--- config.mk ---
export PLATFORM = sky130hd
export DESIGN_NAME = wb_arbiter
export DESIGN_NICKNAME = d
export VERILOG_FILES = /design/src/rtl/wb_arbiter_pkg.sv /design/src/rtl/wb_fifo.sv /design/src/rtl/wb_arbiter.sv
export SDC_FILE = /design/constraint.sdc
export NUM_CORES = 1
export LEC_CHECK = 0
export ABC_CLOCK_PERIOD_IN_PS = 3750
export CAP_MARGIN = 20
export CORE_MARGIN = 2
export CORE_UTILIZATION = 48
export DETAILED_ROUTE_END_ITERATION = 6
export PLACE_DENSITY = 0.76
export SLEW_MARGIN = 10
export SYNTH_ARGS = -nofsm -noshare
export SYNTH_HDL_FRONTEND = slang
export SYNTH_SLANG_ARGS = --single-unit
--- constraint.sdc ---
create_clock -name clk -period 3.75 [get_ports clk]
set_clock_uncertainty 0.1 [all_clocks]
set_input_delay 0.375 -clock clk [delete_from_list [all_inputs] [get_ports clk]]
set_output_delay 0.375 -clock clk [all_outputs]
set_load 0.02 [all_outputs]
--- src/rtl/wb_arbiter_pkg.sv ---
// Shared widths, defaults and state encodings for the writeback arbiter.
// Also carries the one-hot decode used by the pending-load scoreboard.
package wb_arbiter_pkg;

  localparam int OPRAND_W       = 4;
  localparam int REG_W          = 16;
  localparam int NREG           = 1 << OPRAND_W;
  localparam int LD_W           = OPRAND_W + REG_W;
  localparam int LD_DEPTH_DEF   = 2;
  localparam int STARVE_MAX_DEF = 4;

  typedef enum logic {
    WB_NORMAL = 1'b0,
    WB_FORCE  = 1'b1
  } wb_state_e;

  typedef struct packed {
    logic [OPRAND_W-1:0] dst;
    logic [REG_W-1:0]    data;
  } ld_entry_t;

  function automatic logic [NREG-1:0] dec_onehot(input logic [OPRAND_W-1:0] idx,
                                                 input logic en);
    logic [NREG-1:0] v;
    v = {NREG{1'b0}};
    if (en) begin
      v[idx] = 1'b1;
    end else begin
      v = {NREG{1'b0}};
    end
    return v;
  endfunction

endpackage

--- src/rtl/wb_fifo.sv ---
// Synchronous FIFO for returning loads; pointers carry one extra wrap bit so
// full and empty are distinguished without a separate counter.
module wb_fifo #(
  parameter int DEPTH = 2,
  parameter int WIDTH = 20
) (
  input  logic             clk,
  input  logic             rst,
  input  logic             i_push,
  input  logic [WIDTH-1:0] i_wdata,
  input  logic             i_pop,
  output logic [WIDTH-1:0] o_rdata,
  output logic             o_full,
  output logic             o_empty
);

  localparam int AW = $clog2(DEPTH);

  logic [AW:0]      r_wr_ptr;
  logic [AW:0]      r_rd_ptr;
  logic [WIDTH-1:0] r_mem [DEPTH];
  logic             w_do_push;
  logic             w_do_pop;
  logic             w_full;
  logic             w_empty;

  assign w_full    = (r_wr_ptr[AW] != r_rd_ptr[AW]) &&
                     (r_wr_ptr[AW-1:0] == r_rd_ptr[AW-1:0]);
  assign w_empty   = (r_wr_ptr == r_rd_ptr);
  // A pop in the same cycle frees the slot, so a push on full is then safe.
  assign w_do_pop  = i_pop && !w_empty;
  assign w_do_push = i_push && (!w_full || w_do_pop);

  always_ff @(posedge clk or posedge rst) begin
    if (rst) begin
      r_wr_ptr <= '0;
      r_rd_ptr <= '0;
    end else begin
      if (w_do_push) begin
        r_wr_ptr <= r_wr_ptr + {{AW{1'b0}}, 1'b1};
      end
      if (w_do_pop) begin
        r_rd_ptr <= r_rd_ptr + {{AW{1'b0}}, 1'b1};
      end
    end
  end

  always_ff @(posedge clk) begin
    if (w_do_push) begin
      r_mem[r_wr_ptr[AW-1:0]] <= i_wdata;
    end
  end

  assign o_rdata = r_mem[r_rd_ptr[AW-1:0]];
  assign o_full  = w_full;
  assign o_empty = w_empty;

endmodule

--- src/rtl/wb_arbiter.sv ---
// Writeback arbiter: merges ALU results and buffered load returns onto the
// single register-file write port, with a starvation guard and load scoreboard.
module wb_arbiter
  import wb_arbiter_pkg::*;
#(
  parameter int LD_DEPTH   = LD_DEPTH_DEF,
  parameter int STARVE_MAX = STARVE_MAX_DEF
) (
  input  logic                clk,
  input  logic                rst,
  input  logic                alu_valid,
  output logic                alu_ready,
  input  logic [OPRAND_W-1:0] alu_dst,
  input  logic [REG_W-1:0]    alu_data,
  input  logic                ld_issue,
  input  logic [OPRAND_W-1:0] ld_issue_dst,
  input  logic                ld_valid,
  output logic                ld_ready,
  input  logic [OPRAND_W-1:0] ld_dst,
  input  logic [REG_W-1:0]    ld_data,
  input  logic [OPRAND_W-1:0] q_a,
  input  logic [OPRAND_W-1:0] q_b,
  input  logic [OPRAND_W-1:0] q_d,
  output logic                hazard,
  output logic [OPRAND_W-1:0] cadr,
  output logic [REG_W-1:0]    c,
  output logic                rfile_we
);

  localparam int CW = $clog2(STARVE_MAX) + 1;

  wb_state_e           r_state;
  wb_state_e           w_next_state;
  logic [CW-1:0]       r_cnt;
  logic [CW-1:0]       w_next_cnt;
  logic [NREG-1:0]     r_busy;
  logic                r_we;
  logic [OPRAND_W-1:0] r_cadr;
  logic [REG_W-1:0]    r_c;

  logic                w_full;
  logic                w_empty;
  logic                w_push;
  logic                w_pop;
  logic [LD_W-1:0]     w_fifo_rdata;
  ld_entry_t           w_head;
  logic                w_alu_ready;
  logic                w_wr_en;
  logic [OPRAND_W-1:0] w_wr_dst;
  logic [REG_W-1:0]    w_wr_data;
  logic [NREG-1:0]     w_set_mask;
  logic [NREG-1:0]     w_clr_mask;

  assign w_push = ld_valid && !w_full;
  assign w_head = ld_entry_t'(w_fifo_rdata);

  wb_fifo #(
    .DEPTH (LD_DEPTH),
    .WIDTH (LD_W)
  ) u_fifo (
    .clk     (clk),
    .rst     (rst),
    .i_push  (w_push),
    .i_wdata ({ld_dst, ld_data}),
    .i_pop   (w_pop),
    .o_rdata (w_fifo_rdata),
    .o_full  (w_full),
    .o_empty (w_empty)
  );

  // Arbitration: the ALU wins in NORMAL; STARVE_MAX consecutive wins over a
  // waiting load force a one-cycle drain with the ALU held off.
  always_comb begin
    w_next_state = r_state;
    w_next_cnt   = r_cnt;
    w_alu_ready  = 1'b1;
    w_pop        = 1'b0;
    w_wr_en      = 1'b0;
    w_wr_dst     = {OPRAND_W{1'b0}};
    w_wr_data    = {REG_W{1'b0}};
    case (r_state)
      WB_NORMAL: begin
        w_alu_ready = 1'b1;
        if (alu_valid) begin
          w_wr_en   = 1'b1;
          w_wr_dst  = alu_dst;
          w_wr_data = alu_data;
          if (!w_empty) begin
            if (r_cnt == CW'(STARVE_MAX - 1)) begin
              w_next_state = WB_FORCE;
              w_next_cnt   = {CW{1'b0}};
            end else begin
              w_next_cnt = r_cnt + CW'(1);
            end
          end else begin
            w_next_cnt = {CW{1'b0}};
          end
        end else if (!w_empty) begin
          w_pop      = 1'b1;
          w_wr_en    = 1'b1;
          w_wr_dst   = w_head.dst;
          w_wr_data  = w_head.data;
          w_next_cnt = {CW{1'b0}};
        end else begin
          w_next_cnt = r_cnt;
        end
      end
      WB_FORCE: begin
        w_alu_ready  = 1'b0;
        w_pop        = !w_empty;
        w_wr_en      = !w_empty;
        w_wr_dst     = w_head.dst;
        w_wr_data    = w_head.data;
        w_next_cnt   = {CW{1'b0}};
        w_next_state = WB_NORMAL;
      end
      default: begin
        w_next_state = WB_NORMAL;
        w_next_cnt   = {CW{1'b0}};
      end
    endcase
  end

  assign w_set_mask = dec_onehot(ld_issue_dst, ld_issue);
  assign w_clr_mask = dec_onehot(w_head.dst, w_pop);

  // State, scoreboard and the registered write port.
  always_ff @(posedge clk or posedge rst) begin
    if (rst) begin
      r_state <= WB_NORMAL;
      r_cnt   <= {CW{1'b0}};
      r_busy  <= {NREG{1'b0}};
      r_we    <= 1'b0;
      r_cadr  <= {OPRAND_W{1'b0}};
      r_c     <= {REG_W{1'b0}};
    end else begin
      r_state <= w_next_state;
      r_cnt   <= w_next_cnt;
      r_busy  <= (r_busy & ~w_clr_mask) | w_set_mask;
      r_we    <= w_wr_en;
      if (w_wr_en) begin
        r_cadr <= w_wr_dst;
        r_c    <= w_wr_data;
      end
    end
  end

  assign alu_ready = w_alu_ready;
  assign ld_ready  = !w_full;
  assign hazard    = r_busy[q_a] | r_busy[q_b] | r_busy[q_d];
  assign cadr      = r_cadr;
  assign c         = r_c;
  assign rfile_we  = r_we;

endmodule

* Word-level counts from Yosys, hierarchy flattened
Memory sizes are Yosys's and may differ from the RTL's.
Index checks and enable logic that the tools add are counted.
** Cells by class
- $add $sub $neg :: 3
- $lt $le $gt $ge :: 7
- Equal/unequal tests :: 5
- Multiplexer cells :: 35
- Bitwise logic cells :: 6
- Reductions and logical operators :: 9
** Operator list (number)
- two-way mux 16 bit :: 4
- case mux 16 bit (2 select lines) :: 1
- < comparator 4 x 5 -> 1 bit (second input constant) :: 5
- AND 16 bit :: 1
- NOT 16 bit :: 1
- OR 16 bit :: 1
- two-way mux 1 bit :: 13
- binary-select mux 1 bit (select 4 bit) :: 3
- two-way mux 3 bit :: 4
- demux 1 bit (select 4 bit) :: 2
- greater-or-equal comparator 4 x 1 -> 1 bit (second input constant) :: 2
- two-way mux 4 bit :: 2
- case mux 1 bit (2 select lines) :: 4
- case mux 4 bit (2 select lines) :: 1
- logical AND 1 bit :: 6
- case mux 3 bit (2 select lines) :: 1
- adder 2 x 1 -> 2 bit (second input constant) :: 2
- adder 3 x 1 -> 3 bit (second input constant) :: 1
- equality test 3 x 2 -> 1 bit (second input constant) :: 1
- inequality test 3 bit (second input constant) :: 1
- equality test 2 bit :: 1
- logical NOT 1 bit :: 2
- OR 1 bit :: 2
- equality test 1 bit :: 1
- other kinds (3) :: 3
** Word-level totals
- Register bits after elaboration :: 45
- Memory bits (writable) :: 40
- Input port bits :: 61
- Output and inout bits :: 24
- Word-level logic and storage cells :: 74
- Memories :: 1
** Memories
- u_fifo.r_mem :: words 2, width 20, rd ports 1, clocked after Yosys merged registers in 0, write ports 1, line wb_fifo.sv:21 : logic [WIDTH-1:0] r_mem [DEPTH];

* Depth between registers and ports, before layout
- Word-level depth :: 9
- Mapped depth :: 6
- Mapped depth without buffers :: 4

* Hierarchy
A second synthesis with hierarchy kept.
** Second synthesis, totals
- Cell total of the unflattened synthesis :: 299
- Area total of the unflattened synthesis :: 3885.0 um^2
** Modules (own cells, without submodules)
- wb_arbiter :: times used 1, cells each 207, area each 2199.6 um^2, sequential area each 1026.0 um^2
- wb_fifo :: times used 1, cells each 92, area each 1685.4 um^2, sequential area each 1301.2 um^2

* Worst setup path after synthesis
OpenSTA, ideal clock, no wires.
- Kind :: reg-to-reg
- Start :: register u_fifo.r_wr_ptr[0]
- End :: memory u_fifo.r_mem[0][0] (enable)
- Setup time :: 0.397 ns
- Arrival time :: 1.979 ns
- Required time :: 3.253 ns
- Setup slack :: 1.275 ns
- Stages on the path, launching flop included :: 5
- Path buffers :: 0
- Clock period less this slack :: 2.475 ns
- Path through :: dfrtp_1 > xor2_2 > nand2b_1 > nand2_1 > nor2_1
** Between the ends
- Elaborated cells on any way between the ends :: 14
- Classes of those cells :: eq/ne: 2; mux: 5; reduce/logical: 7
** RTL lines
- from (decl) :: line wb_fifo.sv:19 : logic [AW:0] r_wr_ptr;
- from (signal assigned) :: line wb_fifo.sv:40 : r_wr_ptr <= r_wr_ptr + {{AW{1'b0}}, 1'b1};
- equality test 1 bit * :: line wb_fifo.sv:28 : (r_wr_ptr[AW-1:0] == r_rd_ptr[AW-1:0]);
- logical AND 1 bit * :: line wb_fifo.sv:27 : assign w_full = (r_wr_ptr[AW] != r_rd_ptr[AW]) &&
- logical NOT 1 bit *
- named net ld_ready :: line wb_arbiter.sv:18 : output logic ld_ready,
- logical AND 1 bit or logical OR 1 bit (tied branches) :: line wb_arbiter.sv:54, wb_fifo.sv:32
- logical AND 1 bit * :: line wb_fifo.sv:32 : assign w_do_push = i_push && (!w_full || w_do_pop);
- two-way mux 1 bit * :: line wb_fifo.sv:49 : if (w_do_push) begin
- two-way mux 1 bit (not written as such) * :: line wb_fifo.sv:50 : r_mem[r_wr_ptr[AW-1:0]] <= i_wdata;
- to (decl) :: line wb_fifo.sv:21
Mark *: on every way through the listed nets, which the timed path passes. The rest lies on a longest branch.

* Final worst setup path
- Start :: input q_a[1]
- End :: output hazard
** Between the ends
- Word-level cells in the longest chain between the ends :: 4
** Ends and longest elaborated chain
- from (decl) :: line wb_arbiter.sv:21 : input logic [OPRAND_W-1:0] q_a,
- binary-select mux 1 bit (select 4 bit) :: line wb_arbiter.sv:150 : assign hazard = r_busy[q_a] | r_busy[q_b] | r_busy[q_d];
- two-way mux 1 bit (not written as such) :: line wb_arbiter.sv:150
- OR 1 bit (2 in a row) :: line wb_arbiter.sv:150
- to (decl) :: line wb_arbiter.sv:24 : output logic hazard,
No other way between the ends. The select of a mux whose other input is x is not followed.

==> impl_metrics.toml <==
[clocking]
post_cts_resized = 0
clockRootBuffer = "clkbuf_8"
numCtsBuffers = 9
cts_tree = "yes"
holdBufCountCts = 0
cts_setup_buffers = 0
cts-htree-levels = 3
worst_skew_pair.late_latency_ps = 340
cts_sinks = 85
path_clk_slew_ps = 90
cts.path.max_buffers = 2

[grt]
grtUsageTotal = 0.2064
grt_pass1_vias = 2909
grt_pass1_wl_um = 14150
antenna_found_initial = 0
grt-ovfl-total = 0
grt_max_degree = 46

[die]
core_um2 = 7807
rows = 32
start_util = 0.4982
die_h_um = 94.02
ios = 85
die_w_um = 94.02
dieArea_um2 = 8840

[cells_and_area]
area_growth_pct = 29.91
final_util = 0.6473
nFillCells = 613
drive_gt1_frac = 0.1040
final_cells = 506
nets = 461
antenna_cells = 0

[detailed_routing]
drt_first_pass_iters = 5
routed_wl_um = 8567
final_antenna_net_count = 0
vias_per_cell = 5.676
dr_total_vias = 2872
drcViolationCount = 0
wl_per_cell_um = 16.93
drt_iter0_markers = 188

[timing]
whs_ps = 409.2
rsz0062_at_grt = "no"
fin_crit_ps = 3218
setup_slack_ps = 531.9
finalHoldViolCount = 0
max_slew.worst_pin.slew_ps = 999.6
drv_slew = 0
max_freq_mhz = 310.7
setup_violations = 0
maxSlewHeadroom = 0.3336
tns_ps = 0
fin_crit_sh = 0.8582

[setup_path]
critPathMostFrequentCell = "clkdlybuf4s50_1"
crit_arrival_ps = 2740
critPathLaunchType = "input pin"
r2r.worst_path.cells = 3
crit_path_end_kind = "output port"
critPathMaxStageDelay_ps = 570
path_cells = "clkdlybuf4s50_1 -> mux4_1 -> mux4_2 -> a21oi_1 -> nand3_1 -> clkdlybuf4s50_1"
cp.depth = 6
path_buf_inv = 2
cp.required_ps = 3270
crit_slowest_cell = "clkdlybuf4s50_1"
crit_family = "buffers and inverters"
critPathKind = "input pin to output port"
cp_max_fo = 4

[place]
pre_cts_ws_ps = 530.7
gp_congestion = 0.8779
place_hpwl_um = 5958
dp_cells = 488
io_buffers = 84

[yosys]
synth_cells = 313
netlist_top_cells_area = "edfxtp_1, dfrtp_1, o21ai_0, mux2i_1, mux4_2"
yosys_warnings = 0
synth_top_area_frac = 0.3088
syn_area_per_cell_um2 = 12.43
synthesis.area_um2 = 3890
synth.largest_area_cell = "edfxtp_1"
synthDistinctLibCells = 37
syn_nets = 375
synth-seq-cells = 85
yosysSeqAreaShare = 0.5983

[outcome]
status = "finished clean"

[power_and_ir_drop]
pwr-share-seq = 0.397
leakagePower_uw = 0.001928
intPower_uw = 2474
peakVddDrop_mv = 0.4376
pwr-share-clk = 0.155
power_switching_uw = 1574
p_comb_frac = 0.448
p_sw_frac = 0.3888
p_per_area_nw_per_um2 = 800.9

[min_path]
hold_path_class = "flop to flop"
whs_path_depth = 1

[job]
cap_viol_max_count = 0
-- placed cells by master, fill, tap and decap left out, types with 3 or more instances in the layout --
cell type	count
clkdlybuf4s50_1	84
o21ai_0	83
dfrtp_1	45
edfxtp_1	40
nand2_1	26
mux2i_1	23
clkbuf_8	9
mux2_2	7
mux4_2	7
a21oi_1	7
nor2_1	6
nand2b_1	5
nand3_1	4
nand3b_1	4
mux4_1	4
buf_4	4
xnor2_1	3
o21ai_1	3
nor3b_1	3
clkinv_2	3
-- synthesized netlist by cell type --
library cell and count:
nor2_1 7, nand2_1 26, mux4_1 4, o211a_1 1
a21oi_1 7, nor3b_1 3, ha_1 1, or3b_2 1
nand4b_1 1, a22oi_1 1, mux2i_1 23, mux4_2 7
nand3_1 4, clkbuf_1 9, buf_2 6, mux2_2 7
or2_0 1, o22a_1 1, xnor2_1 3, o21ai_1 3
nand2b_1 5, inv_1 3, nor2b_1 2, xor2_2 1
xor2_1 2, a2bb2oi_1 1, nand3b_1 4, o21ai_0 83
a31oi_1 2, dfrtp_1 45, and3_1 1, o221ai_1 2
nor3_1 2, edfxtp_1 40, and3b_1 1, o2111ai_1 2
or2_2 1
-- registers in the layout (all words and copies together) (netlist names), 2 cells and up --
signal / flops
u_fifo.r_rd_ptr: 2
u_fifo.r_mem: 40
r_cnt: 3
u_fifo.r_wr_ptr: 2
c: 16
r_busy: 16
cadr: 4
-- layout make-up --
type                            count  area [um^2]  share of cell area
Clock buffer                        9        123.9             0.02451
Clock inverter                      7        66.31             0.01312
Inverter                            3        11.26            0.002228
Multi-Input combinational cell    210         1500              0.2969
Sequential cell                    85         2327              0.4605
Tap cell                          102        127.6             0.02525
Timing Repair Buffer               90        897.1              0.1775
-- worst paths after layout --
| check | start | to | slack [ps] |
|---|---|---|---|
| max | q_a[1] | hazard | 530 |
| min | r_cnt[2] | r_cnt[2] | 410 |
| min in group asynchronous | rst | cadr[0] | 470 |
| max in group asynchronous | rst | c[12] | 2480 |
| max reg2reg | u_fifo.r_wr_ptr[0] | u_fifo.r_mem[1][11] | 1580 |
| min reg2reg | r_cnt[2] | r_cnt[2] | 410 |
-- worst reg2reg max path, stage by stage, from the launching register on --
cell      delay (ps)
dfrtp_1          470
xor2_2           190
nand2b_1         170
and3_1           840
-- routing by layer --
metal / GRT usage / vias to the layer above / wire length, um
met1: 0.2776 / 1394 / 3737
met5: 0 / - / 0
met2: 0.3339 / 114 / 4103
li1: - / 1355 / -
met4: 0.06280 / 0 / 104
met3: 0.05056 / 9 / 622
-- power by group through the flow --
stage / Sequential, uW / Combinational, uW / Clock [uW]
2_1_floorplan: 1680 / 1040 / 0
3_3_place_gp: 1610 / 1770 / 0
3_5_place_dp: 1630 / 1810 / 0
4_1_cts: 1610 / 1810 / 633
5_1_grt: 1650 / 2000 / 685
6_report: 1610 / 1810 / 626
-- per-stage QoR --
stage	area [um^2]	power (uW)
finish	5054	4048
global route	5054	4339
CTS	5027	4056
detailed placement	4837	3432
global placement	4837	3377
floorplan	3890	2716
-- logic make-up after synthesis --
group                    after synthesis  synth area share
XOR/XNOR                               6           0.01544
flip-flops                            85            0.5983
buffers and inverters                 18           0.01930
multiplexers                          41            0.1470
AND/OR/NAND/NOR                       59           0.07591
adder cells (fa/ha/maj)                1          0.003216
AO/OA/AOI/OAI                        103            0.1409
No activity file was read; power rests on OpenSTA's default activity.
